$ cat src/rtl/sum_window_acc.sv
// sum_window_acc: gathers WIN consecutive adder sums into one window result
//   (total, max, min, sample count) and holds it until the consumer accepts it.
// Ports:
//   clk        single clock, posedge
//   rst        synchronous active-high reset
//   in_valid   in_sum valid this cycle
//   in_ready   sample accepted this cycle (only while accumulating)
//   in_sum     sum from adder stage
//   flush      close a partial window now
//   out_valid  window result valid
//   out_ready  consumer accepts result
//   out_total  sum of window samples
//   out_max    largest sample in window
//   out_min    smallest sample in window
//   out_count  samples in window
module sum_window_acc #(
    parameter int SUM_W = 5,
    parameter int WIN   = 4,
    parameter int ACC_W = 7,
    parameter int CNT_W = 3
) (
    input  logic             clk,
    input  logic             rst,
    input  logic             in_valid,
    output logic             in_ready,
    input  logic [SUM_W-1:0] in_sum,
    input  logic             flush,
    output logic             out_valid,
    input  logic             out_ready,
    output logic [ACC_W-1:0] out_total,
    output logic [SUM_W-1:0] out_max,
    output logic [SUM_W-1:0] out_min,
    output logic [CNT_W-1:0] out_count
);
    typedef enum logic {ACCUM, HOLD} state_t;
    state_t           r_state, w_state_nxt;
    logic [ACC_W-1:0] r_acc, w_acc, r_total;
    logic [SUM_W-1:0] r_max, r_min, w_max, w_min, r_out_max, r_out_min;
    logic [CNT_W-1:0] r_cnt, w_cnt, r_count;
    logic             r_valid, w_take, w_close;
    assign in_ready  = (r_state == ACCUM) && !rst;
    assign w_take    = in_valid && in_ready;
    assign out_valid = r_valid;
    assign out_total = r_total;
    assign out_max   = r_out_max;
    assign out_min   = r_out_min;
    assign out_count = r_count;
    // Running values including the sample accepted this cycle, so a closing
    // window captures its final sample without an extra cycle.
    always_comb begin
        w_acc       = r_acc + (w_take ? ACC_W'(in_sum) : '0);
        w_max       = (w_take && in_sum > r_max) ? in_sum : r_max;
        w_min       = (w_take && in_sum < r_min) ? in_sum : r_min;
        w_cnt       = r_cnt + CNT_W'(w_take);
        w_close     = (w_take && r_cnt == CNT_W'(WIN - 1)) ||
                      (flush && r_state == ACCUM && (r_cnt != '0 || w_take));
        w_state_nxt = r_state;
        if (r_state == ACCUM && w_close)
            w_state_nxt = HOLD;
        else if (r_state == HOLD && out_ready)
            w_state_nxt = ACCUM;
    end
    always_ff @(posedge clk) begin
        if (rst)
            r_state <= ACCUM;
        else
            r_state <= w_state_nxt;
    end
    always_ff @(posedge clk) begin
        if (rst) begin
            r_acc     <= '0;
            r_cnt     <= '0;
            r_max     <= '0;
            r_min     <= '1;
            r_valid   <= 1'b0;
            r_total   <= '0;
            r_out_max <= '0;
            r_out_min <= '0;
            r_count   <= '0;
        end else if (w_close) begin
            r_total   <= w_acc;
            r_out_max <= w_max;
            r_out_min <= w_min;
            r_count   <= w_cnt;
            r_valid   <= 1'b1;
            r_acc     <= '0;
            r_cnt     <= '0;
            r_max     <= '0;
            r_min     <= '1;
        end else begin
            r_acc <= w_acc;
            r_cnt <= w_cnt;
            r_max <= w_max;
            r_min <= w_min;
            // Result fields are kept after the handshake; only valid drops.
            if (r_state == HOLD && out_ready)
                r_valid <= 1'b0;
        end
    end
endmodule

$ cat config.mk
export PLATFORM = sky130hd
export DESIGN_NAME = sum_window_acc
export DESIGN_NICKNAME = d
export VERILOG_FILES = /design/src/rtl/sum_window_acc.sv
export SDC_FILE = /design/constraint.sdc
export NUM_CORES = 1
export LEC_CHECK = 0
export ABC_AREA = 1
export CORE_MARGIN = 4
export CORE_UTILIZATION = 30
export CTS_BUF_LIST = sky130_fd_sc_hd__clkbuf_16
export CTS_CLUSTER_DIAMETER = 60
export DETAILED_ROUTE_END_ITERATION = 8
export MAX_ROUTING_LAYER = met4
export PLACE_DENSITY = 0.52
export SLEW_MARGIN = 15
export SYNTH_ARGS = -nofsm -noshare
export SYNTH_HDL_FRONTEND = slang
export SYNTH_SLANG_ARGS = --single-unit
$ cat constraint.sdc
create_clock -name clk -period 2.4 [get_ports clk]
set_input_delay 0.36 -clock clk [delete_from_list [all_inputs] [get_ports clk]]
set_output_delay 0.36 -clock clk [all_outputs]
set_load 0.01 [all_outputs]
Yosys cells after proc, flatten, opt, wreduce, memory -nomap -nowiden
Index checks and enable logic that the tools add are counted.

$add $sub $neg: 2. $lt $le $gt $ge: 2. Equality and inequality tests: 1. Mux-type cells: 6. Bitwise logic cells: 1. Reductions and logical operators: 16.

Operators with widths (count): 2-to-1 mux 5 bit (3); logical AND 1 bit (9); adder 7 x 5 -> 7 bit (1); > comparator 5 bit (1); < comparator 5 bit (1); nonzero test 2 bit (2); adder 3 x 1 -> 3 bit (1); equality test 3 x 2 -> 1 bit (second input constant) (1); 2-to-1 mux 1 bit (3); nonzero test 3 bit (1); logical OR 1 bit (2); OR reduction 2 bit (1); logical NOT 1 bit (1); inverter 1 bit (1).

Bits in registers: 42. Input port bits: 10. Output and inout bits: 22.

Depth between registers and ports, before layout
Depth after elaboration: 8. Gate-level depth with buffers: 13.

Worst setup path before layout
Ideal clock, no wire load.

Kind: input to register. Start point: input port rst. End point: register r_acc[4]. Setup time: 0.059 ns. Arrival: 1.788 ns. Data required time: 2.341 ns. Path slack: 0.553 ns. Stages: 11. Path through: nor2_4 nand2_4 nor2_1 ha_1 inv_1 fa_1 inv_1 nand3_1 nand3_1 xor2_1 and2_1.

Longest elaborated chain between the ends: 7. Elaborated cells between the ends (all ways): 10.

Ends and longest elaborated chain: from (decl) (RTL line 23) `input logic rst,`; branches (longest 7 deep; another with adder 7 x 5 -> 7 bit); to (signal assigned) (RTL line 91) `r_acc <= w_acc;`; to (decl) (RTL line 37) `logic [ACC_W-1:0] r_acc, w_acc, r_total;`.

Parallel ways; which one is timed is not known. A chain may end at the register's enable or synchronous reset.

Worst setup path after layout
Ends and elaborated chain as after synthesis.

==> summary.txt <==
Worst setup path
  – Crit end category: flip-flop
  – FF-to-FF path depth: 11
  – Crit path arrival time: 2310 ps
  – Crit-path cells: clkdlybuf4s50_1 > nor2_4 > nand2_4 > nor2_1 > ha_1 > inv_1 > fa_1 > inv_1 > nand3_1 > nand3_1 > xor2_1 > and2_1
  – RR Startpoint: r_state
  – Slowest-stage cell, CP: clkdlybuf4s50_1
  – WP data required: 2630 ps
  – Crit Path Category: in -> reg
  – CP max FO: 5
  – R2r endpoint: r_acc[4]
  – Crit path largest cell delay: 460 ps
  – CP Buf/Inv Count: 3
  – Cell family with most CP delay: buffers and inverters
  – Startpoint Class: input port
  – Reg2Reg Setup Slack: 500 ps

STA
  – Setup TNS Final: 0 ps
  – Final setup fails: 0
  – Worst-margin pin slew: 342.5 ps
  – Slew Limit Fails: 0
  – Hold Violations, Final: 0
  – Layout Skew: 3.954 ps
  – Hold_ws: 448.4 ps
  – RSZ-0062 raised after global routing: false
  – Fin crit share: 86.55%
  – Achievable clock frequency: 0.4814 GHz
  – Slew Limit Headroom: 77.17%
  – Min Tclk post-route: 2077 ps

GRT
  – Total track usage: 12.34%
  – First-pass GRT wire length: 7928 um
  – Initial antenna violation count: 0
  – Met3 GRT Util: 4.225%
  – Vias in the first global route: 1770
  – Gr ovfl total: 0
  – Grt met2 use: 19.19%
  – Largest net degree at the start of global routing: 28
  – Most used routing layer: met2
  – Met1 GRT Util: 14.91%

Power and ir drop
  – Pint: 1346 uW
  – Flop pwr share: 42.1%
  – Power per cell area: 672.1 nW/um2
  – Peak VDD IR: 0.2746 mV
  – NetSw: 457.4 uW
  – LEAKAGE: 0.001416 uW
  – Clock power frac: 42.0%
  – Switching Share: 25.36%
  – Logic gate share of total power: 15.9%

Run
  – MaxCap Viol Count: 0

Route
  – Via count: 1774
  – Vias per cell: 4.316
  – DRC errors left: 0
  – Detailed Route WL: 4524 um
  – DR pass1 iterations: 4
  – Per-cell routed wire length: 11.01 um
  – ANT nets after route: 0
  – DR iter-0 viols: 59

Die
  – IO Pins: 32
  – Number of cell rows: 30
  – Die Area: 8341 um2
  – Die H: 91.33 um
  – Core area: 6756 um2
  – Initial Util: 30.83%
  – Horiz. Die Dim: 91.33 um

Synth
  – YS warnings: 0
  – Post-synth net total: 315
  – Gate Count Post-Synth: 288
  – Synth area leaders: dfxtp_1 (40%), nand2_1 (18%), ha_1 (9.6%)
  – Yosys top cell area share: 40.36%
  – Synth unique cells: 26
  – Mapped cell area: 2083 um2
  – Register area share after synthesis: 40.36%
  – Average cell area after synthesis: 7.234 um2
  – Yosys reg bits: 42
  – Cell taking the most area after synthesis: dfxtp_1

Place
  – Post-detail-place hpwl: 3346 um
  – # port buffers: 31
  – GPL Wtd Cong: 0.7865
  – DP Cell Count: 403
  – Placed Area: 2517 um2

Layout
  – Final nets: 357
  – Design area: 2684 um2
  – Share of post-route cells with drive strength above 1: 10.57%
  – Fillers: 726
  – Post-Layout Cell Count: 411
  – FF+latch area: 840.8 um2
  – Multi-input logic area: 1023 um2
  – Synth-to-Final Area Change: 28.83%
  – Final Util: 39.72%
  – N_diodes: 0

Status
  – Status: finished clean

Clock network
  – Hold Buf Count CTS: 0
  – Worst-skew pair later-pin latency: 280 ps
  – Clk slew on worst S/H paths: 60 ps
  – CTS H-Tree Depth: 2
  – Num CTS Buffers: 5
  – Clk root buf: clkbuf_16
  – CTS sink cnt: 42
  – Postcts setup bufs: 0
  – TritonCTS clock tree: built
  – Max clock buf depth: 2
  – Resized cells post-CTS: 0

Worst hold path
  – WHS Endpoint: out_total[2]
  – Hold path depth: 2
  – HP Class: reg -> reg
  – Hold path start: out_total[2]
cells in the final DEF (no fill, tap or decap):
cell type / instances
nor2_1: 20
inv_4: 1
xor2_1: 3
nand2_4: 2
nand2_1: 102
fa_1: 1
a21oi_2: 1
xnor2_1: 1
dfxtp_1: 42
nand3_1: 17
bufinv_16: 1
nor2_2: 1
and2_1: 2
o21ai_0: 6
nor3_1: 1
nand4_1: 4
nand2_2: 11
nor2_4: 1
ha_1: 16
clkbuf_16: 5
nand3_2: 1
a21oi_1: 5
clkinvlp_4: 1
inv_2: 1
clkdlybuf4s50_1: 31
buf_4: 9
inv_1: 45
worst max-delay path by stage:
stage / startpoint / endpoint / cells past startpoint
2_1_floorplan: rst / r_acc[4] / 11
3_3_place_gp: rst / r_acc[4] / 12
3_5_place_dp: rst / r_acc[4] / 12
4_1_cts: rst / r_acc[4] / 12
5_1_grt: rst / out_total[6] / 13
6_report: rst / r_acc[4] / 12
power groups by stage:
stage               Clock, uW  Sequential, uW  Combinational, uW
floorplan                   0             780                179
global placement            0             774                287
detailed placement          0             775                287
CTS                       788             759                291
global route              810             763                332
finish                    758             759                287
logic make-up after synthesis:
family,count (synthesis),share of synthesized area (%)
AOI/OAI and AO/OA,12,3.063
xor gates and xnor gates,4,1.682
adders and majority gates,17,10.57
buffers and inverters,51,10.51
DFF,42,40.36
and+or+nand+nor,162,33.81
sequential cells by signal, indices dropped and copies added, names as in the netlist:
name	cells
out_count	3
out_max	5
out_min	5
out_total	7
out_valid	1
r_acc	7
r_cnt	3
r_max	5
r_min	5
r_state	1
per-layer routing:
layer	vias up	wire, um
met3	8	283
met4	0	70
met5	-	0
met1	769	2171
met2	35	1999
li1	962	-
Yosys cell counts, drive strengths merged:
cell and count:
nand2 115, inv 46, dfxtp 42, nor2 22, nand3 18, ha 16, a21oi 6, o21ai 6
buf 5, nand4 4, xor2 3, and2 2, fa 1, nor3 1, xnor2 1
per-stage QoR:
step	total power [uW]	worst slack, ps
after global placement	1061	75.42
final	1804	322.7
after floorplan	959.6	553.3
after global routing	1905	81.52
after detailed placement	1062	14.41
after CTS	1838	311.9
tightest hold or removal path, delay by kind of cell (launching register included):
kind / cells / cell delay, ps
and+or+nand+nor: 2 / 100
DFF: 1 / 310
final cells by class:
cell class | instances | area share, %
tap | 80 | 3.730
timing repair buffer | 40 | 14.08
sequential | 42 | 31.33
multi-input combinational | 195 | 38.14
inverter | 46 | 6.527
clock inverter | 3 | 1.538
clock buffer | 5 | 4.662
No activity file was read; power rests on OpenSTA's default activity.
==> edit: new RTL, same settings <==
Set the parameter `CNT_W` to 6 (it was 3).
--- a/src/rtl/sum_window_acc.sv
+++ b/src/rtl/sum_window_acc.sv
@@ -19,3 +19,3 @@
     parameter int ACC_W = 7,
-    parameter int CNT_W = 3
+    parameter int CNT_W = 6
 ) (
Interface: changed (resized out_count); port bits go from 32 to 35. The function was not compared with the original's and may differ.
==> edit against the original RTL <==
Sequential share of layout area about the same. Setup slack lost 19 ps. Count of clock-buffer cells in the layout unchanged. Sequential power increased by 13%. Routed wire length increased by 11%. Die area rose by 10%. Synthesized cell count is 12% higher. Sequential cell count rose by 6. Total power is 15% higher. Cell area is 14% higher. Clock skew rose by 5.9 ps. Area after synthesis rose by 11%.
==> edit: results (changes against the original RTL) <==
Final layout
  • Finished Cell Area: 3060 um2 (+14%)
  • Fraction of area in multi-input gates: 37.3% (-0.84 points)
  • Clock network area share: 6.33% (+0.13 points)
  • Multi-input comb cells: 222 (+14%)
  • Share of layout cells above drive strength 1: 8.29% (-2.3 points)
  • # nets final: 400 (+12%)
  • Signal buf overhead: 15.2% (+1.1 points)

Yosys
  • Post-Syn Nets: 349 (+11%)
  • Seq/Total Area, Yosys: 41.6% (+1.2 points)
  • Synth Area in Adders: 9.52% (-1.0 points)
  • Xor/xnor share of the synthesized area: 2.65% (+0.97 points)
  • Synth Area in Compound Gates: 1.73% (-1.3 points)
  • Top cells by area, synth: dfxtp_1 42%, nand2_1 20%, ha_1 8.7%
  • Yosys top cell area share: 41.6% (+1.2 points)
  • Post-synth top cells: 122 x nand2_1, 48 x dfxtp_1, 45 x inv_1

Status
  • Status: finished clean

GRT
  • Largest net degree at the start of global routing: 27 (-3.6%)
  • Global Route Usage Sum: 12.3% (-0.090 points)

Placed design
  • Post-Place Cells: 465 (+15%)
  • DP Wirelength: 3770 um (+13%)
  • Post-DP Area: 2870 um2 (+14%)

Setup path
  • FF-to-FF setup slack: 430 ps (-70 ps)
  • Crit path arrival time: 2280 ps (-30 ps)

Timing
  • Relative slew slack: 80.9% (+3.7 points)
  • Setup WS post-layout: 303 ps (-19.4 ps)

Routing
  • Drt wl/cell: 10.6 um (-3.9%)
  • DRT iter0 DRCs: 72 (+22%)

Power and ir drop
  • Switching power: 496 uW (+8.5%)
  • Leak: 1.54 nW (+8.7%)

Hold path
  • Hold Path Sink: out_total[5]$_SDFFE_PP0P_
==> edit: cell count changes in the layout (fill, tap and decap cells not counted), sizes merged, moves of 6 or more <==
cell / delta
and2: +6
buf: +6
dfxtp: +6
nand2: +9
nand4: +6
o21ai: -6
==> edit: worst max-delay path, cell delays in order <==
cell,delay (ps)
clkdlybuf4s50_1,430
nor2_2,150
nand2_4,80
nor2_1,90
ha_1,170
inv_1,60
fa_1,410
inv_1,90
nand4_1,120
nand4_1,90
nand2_1,70
and2_1,150
==> edit: layer usage <==
metal	routed length, um	GRT usage (%)	vias up
li1	-	-	1089
met4	66	3.91	0
met2	2310	20.3	24
met3	156	2.81	4
met5	0	-	-
met1	2470	14.7	881
==> edit: power groups by stage <==
stage               Clock [mW]  Combinational, mW  Sequential [mW]
finish                   0.909              0.304            0.859
global route             0.966              0.348            0.864
CTS                      0.935              0.309            0.859
detailed placement           0              0.307            0.877
global placement             0              0.307            0.877
floorplan                    0              0.171            0.882
